$ cat src/rtl/line_clear_ctrl.sv
// Line-clear sequencer: scans playfield rows bottom-up and strobes row-advance
// lines to collapse each full row, then reports how many rows were removed.
module line_clear_ctrl #(
  parameter int unsigned COLS = 10,
  parameter int unsigned ROWS = 20,
  localparam int unsigned CW = $clog2(ROWS + 1)
) (
  input  logic                   clk,
  input  logic                   reset,
  input  logic                   start,
  input  logic [ROWS*COLS-1:0]   cell_occ,
  output logic [ROWS-1:0]        advance,
  output logic                   busy,
  output logic                   done,
  output logic [CW-1:0]          lines_cleared
);

  localparam int unsigned RW = (ROWS > 1) ? $clog2(ROWS) : 1;

  typedef enum logic [1:0] {StIdle, StScan, StShift, StDone} state_e;

  state_e          state_q, state_d;
  logic [RW-1:0]   row_q, row_d;
  logic [CW-1:0]   count_q, count_d;
  logic [ROWS-1:0] advance_d;
  logic            busy_d, done_d;
  logic [CW-1:0]   lines_d;
  logic [COLS-1:0] row_bits;
  logic            row_full, row_empty;

  assign row_bits  = cell_occ[row_q*COLS +: COLS];
  assign row_full  = &row_bits;
  assign row_empty = ~|row_bits;

  always_comb begin
    state_d   = state_q;
    row_d     = row_q;
    count_d   = count_q;
    advance_d = '0;
    busy_d    = busy;
    done_d    = 1'b0;
    lines_d   = lines_cleared;
    unique case (state_q)
      StIdle: begin
        if (start) begin
          state_d = StScan;
          row_d   = RW'(ROWS - 1);
          count_d = '0;
          busy_d  = 1'b1;
        end
      end
      StScan: begin
        if (row_full) begin
          state_d = StShift;
          // Contiguous mask: every row at or above the full row drops by one.
          for (int i = 0; i < int'(ROWS); i++) begin
            advance_d[i] = (RW'(i) <= row_q);
          end
          if (count_q != CW'(ROWS)) count_d = count_q + 1'b1;
        end else if (row_empty || (row_q == '0)) begin
          // An empty row means nothing above it can be occupied.
          state_d = StDone;
          busy_d  = 1'b0;
          done_d  = 1'b1;
          lines_d = count_q;
        end else begin
          row_d = row_q - 1'b1;
        end
      end
      // Rescan the same row next: new contents have dropped into it.
      StShift: state_d = StScan;
      StDone:  state_d = StIdle;
      default: state_d = StIdle;
    endcase
  end

  always_ff @(posedge clk or negedge reset) begin
    if (!reset) begin
      state_q       <= StIdle;
      row_q         <= RW'(ROWS - 1);
      count_q       <= '0;
      advance       <= '0;
      busy          <= 1'b0;
      done          <= 1'b0;
      lines_cleared <= '0;
    end else begin
      state_q       <= state_d;
      row_q         <= row_d;
      count_q       <= count_d;
      advance       <= advance_d;
      busy          <= busy_d;
      done          <= done_d;
      lines_cleared <= lines_d;
    end
  end

endmodule

$ cat config.mk
export PLATFORM = sky130hd
export DESIGN_NAME = line_clear_ctrl
export DESIGN_NICKNAME = d
export VERILOG_FILES = /design/src/rtl/line_clear_ctrl.sv
export SDC_FILE = /design/constraint.sdc
export NUM_CORES = 1
export LEC_CHECK = 0
export CORE_MARGIN = 1
export CORE_UTILIZATION = 37
export CTS_CLUSTER_DIAMETER = 150
export DETAILED_ROUTE_END_ITERATION = 8
export GPL_TIMING_DRIVEN = 1
export PLACE_DENSITY = 0.81
export SLEW_MARGIN = 10
export SYNTH_ARGS = -nofsm -noshare
export SYNTH_HDL_FRONTEND = slang
export SYNTH_SLANG_ARGS = --single-unit
$ cat constraint.sdc
create_clock -name clk -period 3.8 [get_ports clk]
set_clock_uncertainty 0.15 [all_clocks]
set_input_delay 1.14 -clock clk [delete_from_list [all_inputs] [get_ports clk]]
set_output_delay 1.14 -clock clk [all_outputs]
set_load 0.03 [all_outputs]
==> load_flow_metrics.sql, run 1 <==
INSERT INTO impl_metrics (metric_group, metric, value, unit) VALUES
('critical_path', 'cp.required', '3.82', 'ns'),
('logic_synthesis', 'synth-simple-area-share', '0.117', ''),
('detailed_routing', 'avgViaCountPerCell', '5.31', ''),
('critical_path', 'critPathCaptureType', 'register', ''),
('critical_path', 'cp.arrival', '3.55', 'ns'),
('clock_tree', 'cts_tree', 'yes', ''),
('die', 'die_width', '99.6', 'um'),
('timing', 'worst_slew_margin_rel', '0.345', ''),
('die', 'ios', '230', ''),
('clock_tree', 'resized_after_cts', '0', ''),
('detailed_routing', 'first_pass_iters', '5', ''),
('layout', 'final_core_utilization', '0.645', ''),
('detailed_routing', 'antenna_violating_nets_post_route', '0', ''),
('clock_tree', 'clock_path_buffers', '2', ''),
('die', 'die_y', '99.6', 'um'),
('hold_path', 'worstHoldPathType', 'register to register', ''),
('die', 'dieArea', '9920', 'um^2'),
('detailed_routing', 'drt_drc', '0', ''),
('timing', 'final-hold-violation-count', '0', ''),
('logic_synthesis', 'xor_xnor_share_of_the_synthesized_area', '0', ''),
('layout', 'final_cell_count_no_fill', '713', ''),
('logic_synthesis', 'syn-instance-count', '362', ''),
('grt', 'grt_first_pass_wirelength', '19.3', 'mm'),
('clock_tree', 'ctsRootBufferMaster', 'clkbuf_8', ''),
('placed_design', 'weighted_congestion_reported_at_the_end_of_routability_driven_placement', '0.987', ''),
('grt', 'grt_max_degree', '46', ''),
('placed_design', 'post-dp-hpwl', '10.3', 'mm'),
('clock_tree', 'postCtsSetupRepairBufs', '0', ''),
('logic_synthesis', 'yosys_most_used_dff', 'dfrtp_1', ''),
('placed_design', 'dpl.cell_count', '705', ''),
('detailed_routing', 'via_count', '3788', ''),
('logic_synthesis', 'async_set_reset_flop_share_out_of_synthesis', '1.00', ''),
('flow_run', 'maxCapViolations', '0', ''),
('detailed_routing', 'finalWirelength', '12.4', 'mm'),
('timing', 'maxSlewViolCount', '0', ''),
('logic_synthesis', 'mux_share_of_post_synthesis_cell_area', '0.324', ''),
('grt', 'grtUsageTotal', '0.250', ''),
('detailed_routing', 'drtIter0Drc', '169', ''),
('clock_tree', 'clk_latency', '0.30', 'ns'),
('power_and_ir_drop', 'power_leakage', '2.56', 'nW'),
('timing', 'worst_pin_slew', '0.979', 'ns'),
('clock_tree', 'cts_htree_levels', '2', ''),
('timing', 'final_min_period_over_clock_period', '0.929', ''),
('timing', 'setup_repair_after_global_routing_missed_its_margin', 'false', ''),
('logic_synthesis', 'ys.warnings.count', '0', ''),
('grt', 'overflow', '0', ''),
('timing', 'maxClockFrequency', '283', 'MHz'),
('outcome', 'status', 'complete, no violations', ''),
('layout', 'antenna_fix_cells', '0', ''),
('logic_synthesis', 'main_combinational_cell_family_by_area_after_synthesis', 'multiplexers', ''),
('logic_synthesis', 'synth_edf_count', '0', ''),
('die', 'initial_core_utilization', '0.381', ''),
('logic_synthesis', 'synth_sequential_area_ratio', '0.278', ''),
('placed_design', 'numPortBuffers', '229', ''),
('grt', 'antenna_found_initial', '0', ''),
('logic_synthesis', 'synth-compound-area-share', '0.177', ''),
('timing', 'fin_worst_hold_slack', '0.339', 'ns'),
('logic_synthesis', 'mappedNetlistArea', '3520', 'um^2'),
('logic_synthesis', 'mapped_avg_cell_area', '9.74', 'um^2'),
('power_and_ir_drop', 'max_rail_drop_vdd', '0.293', 'mV'),
('critical_path', 'crit_path_max_fanout', '45', ''),
('layout', 'layout-drive-gt1-share', '0.0856', ''),
('clock_tree', 'cts.sink_count', '39', ''),
('clock_tree', 'cts.reportedPaths.clkPinSlew', '0.09', 'ns'),
('timing', 'fin_tns_setup', '0', 'ns'),
('clock_tree', 'cts_inserted_buffers', '5', ''),
('timing', 'setup_viol', '0', ''),
('critical_path', 'cp-start-kind', 'register', ''),
('critical_path', 'worst-setup-path-type', 'register to register', ''),
('timing', 'period_needed', '3.53', 'ns'),
('layout', 'final_net_count', '793', ''),
('logic_synthesis', 'synth_cell_types', '47', ''),
('power_and_ir_drop', 'p_per_cell_area', '521', 'nW/um^2'),
('logic_synthesis', 'synthAdderAreaFrac', '0.0248', ''),
('die', 'placement_rows', '35', ''),
('die', 'area_of_the_placeable_core', '9240', 'um^2'),
('logic_synthesis', 'syn-num-nets', '572', ''),
('detailed_routing', 'wl_per_cell', '17.4', 'um'),
('grt', 'via_count_of_the_first_global_routing_pass', '3913', ''),
('logic_synthesis', 'ys_seq_elements', '39', ''),
('layout', 'layout-area-overhead-vs-synth', '69.2', '%'),
('clock_tree', 'postCtsHoldBufs', '0', '');
==> synthesized netlist by cell type, types with 3 or more instances <==
library cell	instances	area share
a22oi_1	3	0.0064
a211oi_1	3	0.0064
nand4_1	3	0.0053
o21ai_1	13	0.018
nand2_1	23	0.024
nor2_1	16	0.017
nand3_1	12	0.017
dfstp_2	3	0.022
ha_1	7	0.025
inv_1	5	0.0053
buf_6	15	0.048
nor2b_1	3	0.0053
o21ai_0	11	0.016
or3_1	5	0.0089
o22ai_1	40	0.071
mux4_2	10	0.064
a21oi_1	20	0.028
nand2b_1	5	0.0089
buf_2	6	0.0085
clkbuf_1	6	0.0064
dfrtp_1	36	0.26
mux2i_1	83	0.24
mux2_4	5	0.021
==> area by class of cell <==
cell class / count / area [um^2]
Fill cell: 750 / 3280
Sequential cell: 39 / 983
Tap cell: 129 / 161
Timing Repair Buffer: 245 / 2420
Multi-Input combinational cell: 287 / 2270
Clock inverter: 3 / 43.8
Inverter: 5 / 18.8
Clock buffer: 5 / 68.8
==> metal layers <==
layer / vias up / part of all wire / GRT usage
met3: 29 / 0.062 / 0.0450
met5: - / 0 / 0
li1: 1824 / - / -
met4: 0 / 0.026 / 0.0860
met1: 1750 / 0.39 / 0.291
met2: 185 / 0.52 / 0.462
==> worst max-delay path: stages (launching register included) <==
cell and delay [ns]:
dfstp_4 0.85, buf_12 0.33, mux2i_1 0.24, o22ai_1 0.10, o21ai_0 0.27, nand3_1 0.15
nor4_1 0.35, buf_4 0.19, a32oi_2 0.13, nor2b_2 0.15, buf_4 0.17, mux2_4 0.30
==> sequential cells by signal, indices dropped and copies added (netlist names) <==
| signal | cells |
|---|---|
| state_q | 2 |
| count_q | 5 |
| row_q | 5 |
| lines_cleared | 5 |
| done | 1 |
| advance | 20 |
| busy | 1 |
==> path summary, 6_finish.rpt <==
| check | depth (start not counted) | slack (ns) | endpoint | startpoint |
|---|---|---|---|---|
| min in group asynchronous | 1 | 0.79 | done | reset |
| worst min-delay path | 1 | 0.34 | state_q[0] | state_q[0] |
| worst max register to register | 11 | 0.27 | lines_cleared[3] | row_q[0] |
| max in group asynchronous | 1 | 2.18 | advance[8] | reset |
| worst min register to register | 1 | 0.34 | state_q[0] | state_q[0] |
| worst max-delay path | 11 | 0.27 | lines_cleared[3] | row_q[0] |
==> power breakdown <==
| part | internal, mW | leakage (nW) | total, mW | switching (mW) |
|---|---|---|---|---|
| logic | 1.05 | 1.98 | 2.16 | 1.11 |
| clock network | 0.195 | 0.0581 | 0.343 | 0.148 |
| registers | 0.485 | 0.521 | 0.603 | 0.118 |
==> per-stage QoR <==
stage / total power [mW] / instance area [um^2] / setup WS (ns)
finish: 3.11 / 5960 / 0.268
global route: 3.32 / 5960 / 0.125
CTS: 3.11 / 5960 / 0.296
detailed placement: 2.75 / 5850 / 0.0367
global placement: 2.72 / 5850 / 0.0438
floorplan: 2.23 / 3520 / 0.642
==> cell usage in the layout, fill, tap and decap left out, drive strengths merged, types with 2 or more instances in the layout <==
cell	count
a31oi	3
and2	2
o22ai	40
a21oi	20
dfstp	3
nand2	23
nor4	2
or3	5
a32oi	2
a211oi	3
dfrtp	36
nand4	3
inv	5
mux2	6
clkdlybuf4s50	228
mux2i	83
buf	17
nor2b	4
or2	2
mux4	10
ha	7
a22oi	4
o21ai	24
nor2	16
clkbuf	5
nand2b	5
clkinv	2
nand3	12
and4	2
==> cells by family (layout without fill, tap and decap cells) <==
kind of cell               count (synthesis)  count (layout)
muxes                                     99              99
DFF                                       39              39
AOI/OAI and AO/OA                        101             101
buffers and inverters                     36             258
and+or+nand+nor                           80              80
adders and majority gates                  7               7
(Power assumes the default switching activity.)
==> inputs of run 2 (changes only) <==
--- a/config.mk
+++ b/config.mk
@@ -8,6 +8,7 @@
 export CORE_MARGIN = 1
 export CORE_UTILIZATION = 37
 export CTS_CLUSTER_DIAMETER = 150
+export CTS_CLUSTER_SIZE = 25
 export DETAILED_ROUTE_END_ITERATION = 8
 export GPL_TIMING_DRIVEN = 1
 export PLACE_DENSITY = 0.81
==> results of run 2 <==
Same layout as run 1: the final DEF is identical, and so are final timing and power.
